--- src/rtl/timer_sched_pkg.sv ---
// Shared definitions for the timer scheduler: command opcodes, channel state
// encoding and elaboration-time sizing helpers.
package timer_sched_pkg;

  localparam logic CMD_ARM  = 1'b0;
  localparam logic CMD_STOP = 1'b1;

  typedef enum logic {
    ST_IDLE = 1'b0,
    ST_RUN  = 1'b1
  } ch_state_e;

  function automatic int unsigned calc_div(input int unsigned f0, input int unsigned f1);
    return f0 / f1;
  endfunction

  // Index width that never collapses to zero bits.
  function automatic int unsigned idx_w(input int unsigned n);
    return (n > 1) ? $clog2(n) : 1;
  endfunction

endpackage

--- src/rtl/timer_sched_tick_gen.sv ---
// Free-running prescaler: one-cycle tick every F0/F1 clocks, first tick
// DIV clocks after reset release.
module tick_gen
  import timer_sched_pkg::*;
#(
  parameter int unsigned F0 = 50_000_000,
  parameter int unsigned F1 = 1_000
) (
  input  logic clk,
  input  logic rst_n,
  output logic tick
);

  localparam int unsigned DIV = calc_div(F0, F1);
  localparam int unsigned PW  = idx_w(DIV);

  logic [PW-1:0] pcnt_q, pcnt_d;

  assign tick = (pcnt_q == PW'(DIV - 1));

  always_comb begin
    pcnt_d = tick ? '0 : pcnt_q + 1'b1;
  end

  always_ff @(posedge clk or negedge rst_n) begin
    if (!rst_n) begin
      pcnt_q <= '0;
    end else begin
      pcnt_q <= pcnt_d;
    end
  end

endmodule

--- src/rtl/timer_sched.sv ---
// Multi-channel countdown timer scheduler with a round-robin event port.
// Define TIMER_SCHED_OVR_EN to enable sticky per-channel overrun flags.
module timer_sched
  import timer_sched_pkg::*;
#(
  parameter int unsigned F0    = 50_000_000,
  parameter int unsigned F1    = 1_000,
  parameter int unsigned N_CH  = 4,
  parameter int unsigned CNT_W = 16
) (
  input  logic                   clk,
  input  logic                   rst_n,
  input  logic                   cmd_valid,
  input  logic                   cmd_op,
  input  logic [idx_w(N_CH)-1:0] cmd_ch,
  input  logic [CNT_W-1:0]       cmd_load,
  input  logic                   cmd_periodic,
  output logic                   cmd_err,
  output logic [N_CH-1:0]        busy,
  output logic [N_CH-1:0]        ovr,
  output logic                   evt_valid,
  output logic [idx_w(N_CH)-1:0] evt_ch,
  input  logic                   evt_ready
);

  localparam int unsigned CH_W = idx_w(N_CH);

  logic tick;

  ch_state_e        state_q [N_CH];
  ch_state_e        state_d [N_CH];
  logic [CNT_W-1:0] cnt_q   [N_CH];
  logic [CNT_W-1:0] cnt_d   [N_CH];
  logic [CNT_W-1:0] load_q  [N_CH];
  logic [CNT_W-1:0] load_d  [N_CH];
  logic [N_CH-1:0]  per_q, per_d;
  logic [N_CH-1:0]  pend_q, pend_d;
  logic [N_CH-1:0]  cmd_sel, acc_sel, held_sel;
  logic             arm_ok, stop_ok;
  logic             cmd_err_q, cmd_err_d;
  logic             evt_valid_q, evt_valid_d;
  logic [CH_W-1:0]  evt_ch_q, evt_ch_d;
  logic [CH_W-1:0]  rr_q, rr_d;
  logic             found;
  int unsigned      scan;
`ifdef TIMER_SCHED_OVR_EN
  logic [N_CH-1:0]  ovr_q, ovr_d;
`endif

  tick_gen #(
    .F0 (F0),
    .F1 (F1)
  ) u_tick (
    .clk   (clk),
    .rst_n (rst_n),
    .tick  (tick)
  );

  assign arm_ok    = (cmd_op == CMD_ARM) && (cmd_load != '0);
  assign stop_ok   = (cmd_op == CMD_STOP);
  assign cmd_err_d = cmd_valid && (cmd_op == CMD_ARM) && (cmd_load == '0);

  for (genvar g = 0; g < N_CH; g++) begin : g_dec
    assign cmd_sel[g]  = cmd_valid && (cmd_ch == CH_W'(g));
    assign held_sel[g] = evt_valid_q && (evt_ch_q == CH_W'(g));
    assign acc_sel[g]  = held_sel[g] && evt_ready;
    assign busy[g]     = (state_q[g] == ST_RUN);
  end

  // A command on a channel pre-empts that channel's tick; expiry re-sets
  // pending after an acceptance in the same cycle, so the event is not lost.
  always_comb begin
    per_d  = per_q;
    pend_d = pend_q;
`ifdef TIMER_SCHED_OVR_EN
    ovr_d  = ovr_q;
`endif
    for (int unsigned i = 0; i < N_CH; i++) begin
      state_d[i] = state_q[i];
      cnt_d[i]   = cnt_q[i];
      load_d[i]  = load_q[i];
      if (acc_sel[i]) pend_d[i] = 1'b0;
      if (cmd_sel[i] && arm_ok) begin
        state_d[i] = ST_RUN;
        cnt_d[i]   = cmd_load;
        load_d[i]  = cmd_load;
        per_d[i]   = cmd_periodic;
      end else if (cmd_sel[i] && stop_ok) begin
        state_d[i] = ST_IDLE;
        cnt_d[i]   = '0;
        if (!held_sel[i]) pend_d[i] = 1'b0;
`ifdef TIMER_SCHED_OVR_EN
        ovr_d[i] = 1'b0;
`endif
      end else if ((state_q[i] == ST_RUN) && tick) begin
        if (cnt_q[i] != CNT_W'(1)) begin
          cnt_d[i] = cnt_q[i] - 1'b1;
        end else begin
          pend_d[i] = 1'b1;
`ifdef TIMER_SCHED_OVR_EN
          if (pend_q[i] && !acc_sel[i]) ovr_d[i] = 1'b1;
`endif
          if (per_q[i]) begin
            cnt_d[i] = load_q[i];
          end else begin
            state_d[i] = ST_IDLE;
            cnt_d[i]   = '0;
          end
        end
      end
    end
  end

  // Selection is only made while nothing is held, so the presented event is
  // stable until accepted and there is a one-cycle gap after each acceptance.
  always_comb begin
    evt_valid_d = evt_valid_q;
    evt_ch_d    = evt_ch_q;
    rr_d        = rr_q;
    found       = 1'b0;
    scan        = 0;
    if (evt_valid_q) begin
      if (evt_ready) begin
        evt_valid_d = 1'b0;
        rr_d        = (evt_ch_q == CH_W'(N_CH - 1)) ? '0 : evt_ch_q + 1'b1;
      end
    end else begin
      for (int unsigned k = 0; k < N_CH; k++) begin
        scan = (32'(rr_q) + k) % N_CH;
        if (!found && pend_q[CH_W'(scan)]) begin
          found       = 1'b1;
          evt_valid_d = 1'b1;
          evt_ch_d    = CH_W'(scan);
        end
      end
    end
  end

  always_ff @(posedge clk or negedge rst_n) begin
    if (!rst_n) begin
      for (int unsigned i = 0; i < N_CH; i++) begin
        state_q[i] <= ST_IDLE;
        cnt_q[i]   <= '0;
        load_q[i]  <= '0;
      end
      per_q       <= '0;
      pend_q      <= '0;
      cmd_err_q   <= 1'b0;
      evt_valid_q <= 1'b0;
      evt_ch_q    <= '0;
      rr_q        <= '0;
    end else begin
      for (int unsigned i = 0; i < N_CH; i++) begin
        state_q[i] <= state_d[i];
        cnt_q[i]   <= cnt_d[i];
        load_q[i]  <= load_d[i];
      end
      per_q       <= per_d;
      pend_q      <= pend_d;
      cmd_err_q   <= cmd_err_d;
      evt_valid_q <= evt_valid_d;
      evt_ch_q    <= evt_ch_d;
      rr_q        <= rr_d;
    end
  end

`ifdef TIMER_SCHED_OVR_EN
  always_ff @(posedge clk or negedge rst_n) begin
    if (!rst_n) begin
      ovr_q <= '0;
    end else begin
      ovr_q <= ovr_d;
    end
  end

  assign ovr = ovr_q;
`else
  assign ovr = '0;
`endif

  assign cmd_err   = cmd_err_q;
  assign evt_valid = evt_valid_q;
  assign evt_ch    = evt_ch_q;

endmodule
--- config.mk ---
export PLATFORM = sky130hd
export DESIGN_NAME = timer_sched
export DESIGN_NICKNAME = d
export VERILOG_FILES = /design/src/rtl/timer_sched_pkg.sv /design/src/rtl/timer_sched_tick_gen.sv /design/src/rtl/timer_sched.sv
export SDC_FILE = /design/constraint.sdc
export NUM_CORES = 1
export LEC_CHECK = 0
export ABC_AREA = 1
export CORE_MARGIN = 5
export CORE_UTILIZATION = 57
export CTS_BUF_LIST = sky130_fd_sc_hd__clkbuf_4 sky130_fd_sc_hd__clkbuf_8
export DETAILED_ROUTE_END_ITERATION = 8
export DONT_BUFFER_PORTS = 1
export GPL_ROUTABILITY_DRIVEN = 0
export GPL_TIMING_DRIVEN = 1
export PLACE_DENSITY = 0.8
export SLEW_MARGIN = 20
export SYNTH_ARGS = -nofsm -noshare
export SYNTH_HDL_FRONTEND = slang
export SYNTH_SLANG_ARGS = --single-unit
--- constraint.sdc ---
create_clock -name clk -period 1.8 [get_ports clk]
set_input_delay 0.45 -clock clk [delete_from_list [all_inputs] [get_ports clk]]
set_output_delay 0.45 -clock clk [all_outputs]
set_load 0.02 [all_outputs]
# Word level (Yosys, flattened, before mapping)
# Index checks and enable logic that the tools add are counted.
[op_classes]
n_eq_ne = 19
bitwise = 2
shift = 0
n_addsub = 9
n_div = 0
reduce_logical = 48
n_mul = 0
muxes = 89
order_cmp = 4
[op_table]
columns = ["cell", "count"]
rows = [
  ["$mux 16", 21],
  ["$ne 16x1->1 const B", 4],
  ["$sub 16x1->16 const B", 4],
  ["$mux 1", 59],
  ["$logic_and 1x1->1", 30],
  ["$add 16x1->16 const B", 1],
  ["$eq 16x16->1 const B", 1],
  ["$logic_not 16->1", 1],
  ["$reduce_bool 16->1", 1],
  ["$lt 2x3->1 const B", 4],
  ["$ne 3x1->1 const B", 4],
  ["$ne 3x3->1 const B", 4],
  ["$reduce_and 3->1", 4],
  ["$reduce_bool 3->1", 4],
  ["$mux 2", 5],
  ["$bmux 1 s2", 4],
  ["$eq 2x2->1 const B", 4],
  ["$add 2x1->2 const B", 2],
  ["$add 2x2->2 const B", 2],
  ["$eq 2x1->1 const B", 2],
  ["$logic_not 2->1", 2],
  ["$reduce_and 2->1", 2],
  ["$reduce_bool 4->1", 1],
  ["$logic_not 1->1", 3],
  ["$not 1->1", 2],
]
[word_totals]
romBits = 0
ramBits = 0
register_bits = 162
latchBits = 0
out_inout_bits = 12
input_bits = 24
memories = 0

# Logic depth before layout (Yosys ltp)
[logic_depth]
depth_word = 16
ltp_mapped = 13

# By module
# A second synthesis with hierarchy kept.
[hier_totals]
hier_cells = 1558
hier_area_um2 = 10183.5
[by_module_without_submodules]
columns = ["module", "area_per_inst_um2", "cells_per_inst", "n_inst"]
rows = [
  ["timer_sched", 9306.4, 1437, 1],
  ["tick_gen", 877.1, 121, 1],
]

# Worst setup path after synthesis
# OpenSTA, ideal clock, no wires.
[synth_timing]
path_kind = "in2reg"
startpoint = "input cmd_load[15]"
endpoint = "register cnt_q[31] in the netlist's numbering"
path_buffers = 1
stages = 9
arrival_time_ns = 1.506
slack_ns = 0.177
required_time_ns = 1.683
path_cell_list = "nor2_1 -> nand2_1 -> nor2_2 -> nand2_4 -> o21ai_4 -> nand2_2 -> buf_2 -> nor2_1 -> nor2_1"
[synth_between]
elab_chain_len = 4
elab_cells_between_ends = 5
cone_classes = "mux: 1; reduce/logical: 4"
[synth_rtl]
columns = ["element", "line", "source"]
rows = [
  ["start, declared", "timer_sched.sv:16", "input logic [CNT_W-1:0] cmd_load,"],
  ["$reduce_bool 16->1", "timer_sched.sv:59", "assign arm_ok = (cmd_op == CMD_ARM) && (cmd_load != '0);"],
  ["$logic_and 1x1->1", "timer_sched.sv:59", ""],
  ["$logic_and 1x1->1", "timer_sched.sv:83", "if (cmd_sel[i] && arm_ok) begin"],
  ["$reduce_bool 3->1 (no line) or $mux 16 (tied branches)", "-", ""],
  ["end signal, assigned by index", "timer_sched.sv:155", "cnt_q[i] <= cnt_d[i];"],
  ["end, declared", "timer_sched.sv:32", "logic [CNT_W-1:0] cnt_q [N_CH];"],
]
# Several ways; a longest one is shown, not always the timed one.
# A chain may end at the register's enable or synchronous reset.

# Worst setup path after layout
[layout_timing]
startpoint = "register cnt_q[1] in the netlist's numbering"
endpoint = "register cnt_q[8] in the netlist's numbering"
[layout_between]
elab_chain_len = 5
elab_cells_between_ends = 6
cone_classes = "add/sub: 1; eq/ne: 1; mux: 4"
[layout_rtl]
columns = ["element", "line", "source"]
rows = [
  ["$sub 16x1->16 or $ne 16x1->1 (tied branches)", "timer_sched.sv:97, timer_sched.sv:96", ""],
  ["$mux 16 *", "timer_sched.sv:96", "if (cnt_q[i] != CNT_W'(1)) begin"],
  ["$mux 16 *", "timer_sched.sv:95", "end else if ((state_q[i] == ST_RUN) && tick) begin"],
  ["$mux 16 *", "timer_sched.sv:88", "end else if (cmd_sel[i] && stop_ok) begin"],
  ["$mux 16 *", "timer_sched.sv:83", ""],
]
# Mark *: on every way between the ends. The rest lies on a longest branch, timed or not. The select of a mux whose other input is x is not followed.

==> run_results.csv <==
group,metric,value,unit
clock_tree,htreeDepth,4,
power_and_ir_drop,p_leak,6.19,nW
sta,drv_slew,0,
floorplan,initial_core_util,58.3,%
drt,wl_per_cell,15.3,µm
floorplan,ioPinCount,36,
final_layout,fin_util,66.4,%
clock_tree,cts_root_buffer,"clkbuf_8",
critical_path,worstSetupEndpointType,"flip-flop",
sta,slew_headroom,65.5,%
global_routing,antenna_found_initial,0,
critical_path,critPathLaunchType,"flip-flop",
power_and_ir_drop,clkPwrFrac,18.0,%
synthesis,yosys-top-cells-count,"nand2_1 (643), nor2_1 (228), dfrtp_1 (162), inv_1 (135), nand3_1 (127)",
final_layout,drive_gt1_share,12.4,%
power_and_ir_drop,ir_worst_vdd,813,µV
floorplan,die-area,0.0205,mm²
clock_tree,clkTransAtPathRegs,0.08,ns
power_and_ir_drop,p_total,0.0137,W
drt,antenna_left,0,
power_and_ir_drop,pwr-share-seq,39.3,%
synthesis,async_reset_ff_share,100,%
power_and_ir_drop,p_per_area,1190,mW/mm²
critical_path,criticalPathCategory,"reg -> reg",
global_routing,grt_pass1_vias,9487,
drt,drt_iter0_markers,1100,
power_and_ir_drop,switching_share,42.0,%
power_and_ir_drop,pwr-share-comb,42.7,%
global_routing,grt_pass1_wl,45700,µm
sta,finalCritPeriodShare,96.5,%
critical_path,required,2.21,ns
clock_tree,clock_tree.buffer_depth,2,
floorplan,die_x,143,µm
synthesis,synth_seq_area_share,40.0,%
job,max_cap_viol_count,0,
clock_tree,cts_tree,"done",
sta,clock.fmax,576,MHz
sta,worstMarginPinSlew,0.514,ns
synthesis,synthesis.area,0.0101,mm²
drt,viasPerCell,5.54,
synthesis,synth_edf_count,0,
synthesis,synth_flop_cell,"dfrtp_1",
run_status,outcome,"finished, violations left",
sta,rsz0062_at_grt,"true",
sta,fin_skew,0.0110,ns
floorplan,die_h,143,µm
final_layout,fin_nets,1670,
sta,hold_violations,162,
final_layout,fillers,1505,
clock_tree,clkSinkCount,162,
drt,drc,0,
power_and_ir_drop,p_int,0.00793,W
synthesis,postSynthCellCount,1549,
critical_path,arrival,2.14,ns
sta,finalSetupViolCount,0,
place,io_buffers,0,
run_status,violations,"hold timing",
worst_hold_path,hold_path_class,"in -> async",
critical_path,crit_fanout,6,
drt,totalWireLength,28600,µm
global_routing,grt_usage,27.8,%
synthesis,netlist_top_cells_area,"dfrtp_1 (40%), nand2_1 (24%), nor2_1 (8.5%), nand3_1 (6.3%), inv_1 (5.0%)",
sta,min_period,1.74,ns
final_layout,syn_to_final_growth,13.7,%
synthesis,yosys_warnings,0,
power_and_ir_drop,switchingPower,0.00576,W
floorplan,core.rowCount,48,
synthesis,synth-seq-cells,162,
final_layout,n_antenna_cell,0,
synthesis,synth_most_common_cell,"nand2_1",
synthesis,netlist.area_leader.share,40.0,%
drt,firstDrtPassIters,6,
synthesis,yosys.area.top_type,"dfrtp_1",
synthesis,synth_area_per_cell,6.54,µm²
global_routing,grt_overflow,0,
place,dpl.hpwl,20600,µm
clock_tree,cts_buffers,17,
clock_tree,clock_latency,0.47,ns
synthesis,synthDistinctLibCells,35,
sta,timing.hold.ws,-0.324,ns
drt,num_vias,10400,
floorplan,core_area,0.0174,mm²
global_routing,grt_max_degree,163,
[critical path, stage by stage, from the launching register on]
cell and delay (ns):
dfrtp_1 0.42, inv_2 0.08, ha_2 0.18, nand3_1 0.09, nor2_1 0.14, nand2_2 0.17, buf_6 0.18, nand3_1 0.11
nand3_1 0.08, nand2_1 0.08, nand2_1 0.07, nand2_1 0.06
[final cells by class]
class	count	area, µm²	share of cell area (%)
multi-input cells	1213	5490	47.7
flip-flops and latches	162	4060	35.2
repair buffers	93	769	6.68
inverters	146	563	4.89
clock buffers	24	299	2.60
well taps	225	282	2.44
clock inverters	8	55.1	0.478
[per-layer routing]
metal / track usage (%) / vias up / part of all wire (%)
met3: 7.03 / 82 / 9.0
met5: 0 / - / 0
met2: 45.6 / 462 / 47
met4: 9.12 / 0 / 2.9
met1: 36.3 / 4800 / 41
li1: - / 5019 / -
[stage by stage]
step,cells,cell area [µm²],setup TNS [ns],setup WS (ns)
after CTS,1853,11200,0,0.0000966
after detailed placement,1820,10800,-1.11,-0.0809
after global routing,1871,11500,-0.326,-0.0439
after global placement,1820,10800,0,0.0454
after floorplan,1552,10100,0,0.177
final,1871,11500,0,0.0634
[registers in the layout (all words and copies together) (netlist names)]
| name | cells |
|---|---|
| busy | 4 |
| cmd_err | 1 |
| cnt_q | 64 |
| evt_ch | 2 |
| evt_valid | 1 |
| load_q | 64 |
| pend_q | 4 |
| per_q | 4 |
| rr_q | 2 |
| u_tick.pcnt_q | 16 |
[placed cells by master, fill, tap and decap left out, drive strengths merged, types with 6 or more instances in the layout]
cell and n:
nor2 233, a21oi 27, dfrtp 162, buf 92, inv 145, clkbuf 25, nand3b 9, ha 13
nand4 14, o21ai 83, nand2 652, xor2 14, nand3 130, nor3 7, o21bai 6
[worst paths after layout]
| check | start | endpoint | slack (ns) | depth (start not counted) |
|---|---|---|---|---|
| min in group clk | evt_ready | evt_valid | 0.11 | 1 |
| min reg2reg | load_q[6] | load_q[6] | 0.49 | 2 |
| max reg2reg | cnt_q[1] | cnt_q[8] | 0.06 | 11 |
| max in group asynchronous | rst_n | cnt_q[4] | 1.83 | 0 |
| max | cnt_q[1] | cnt_q[8] | 0.06 | 11 |
| min | rst_n | cnt_q[43] | -0.32 | 0 |
[cell families (layout without fill, tap and decap cells)]
family	after synthesis	count (layout)	share of synthesized area, %
AO/OA/AOI/OAI	125	125	6.98
XOR/XNOR	18	18	1.56
adder cells (fa/ha/maj)	13	13	1.61
buffers and inverters	179	271	7.53
flip-flops	162	162	40.0
other	1	4	0.0370
AND/OR/NAND/NOR	1051	1053	42.3
[power by group through the flow]
stage	Sequential (W)	Clock [W]	Combinational [W]
2_1_floorplan	0.00527	0	0.00394
3_3_place_gp	0.00534	0	0.00538
3_5_place_dp	0.00537	0	0.00550
4_1_cts	0.00531	0.00251	0.00555
5_1_grt	0.00550	0.00266	0.00665
6_report	0.00538	0.00246	0.00585
[timing repair]
item	4_1_cts	5_1_grt
setup endpoints to repair	40	68
gates cloned	0	3
hold endpoints to repair	162	162
pin swaps	0	9
setup buffers	1	15
resized for setup	3	57
Note: power is estimated with default switching activity, not from simulation.
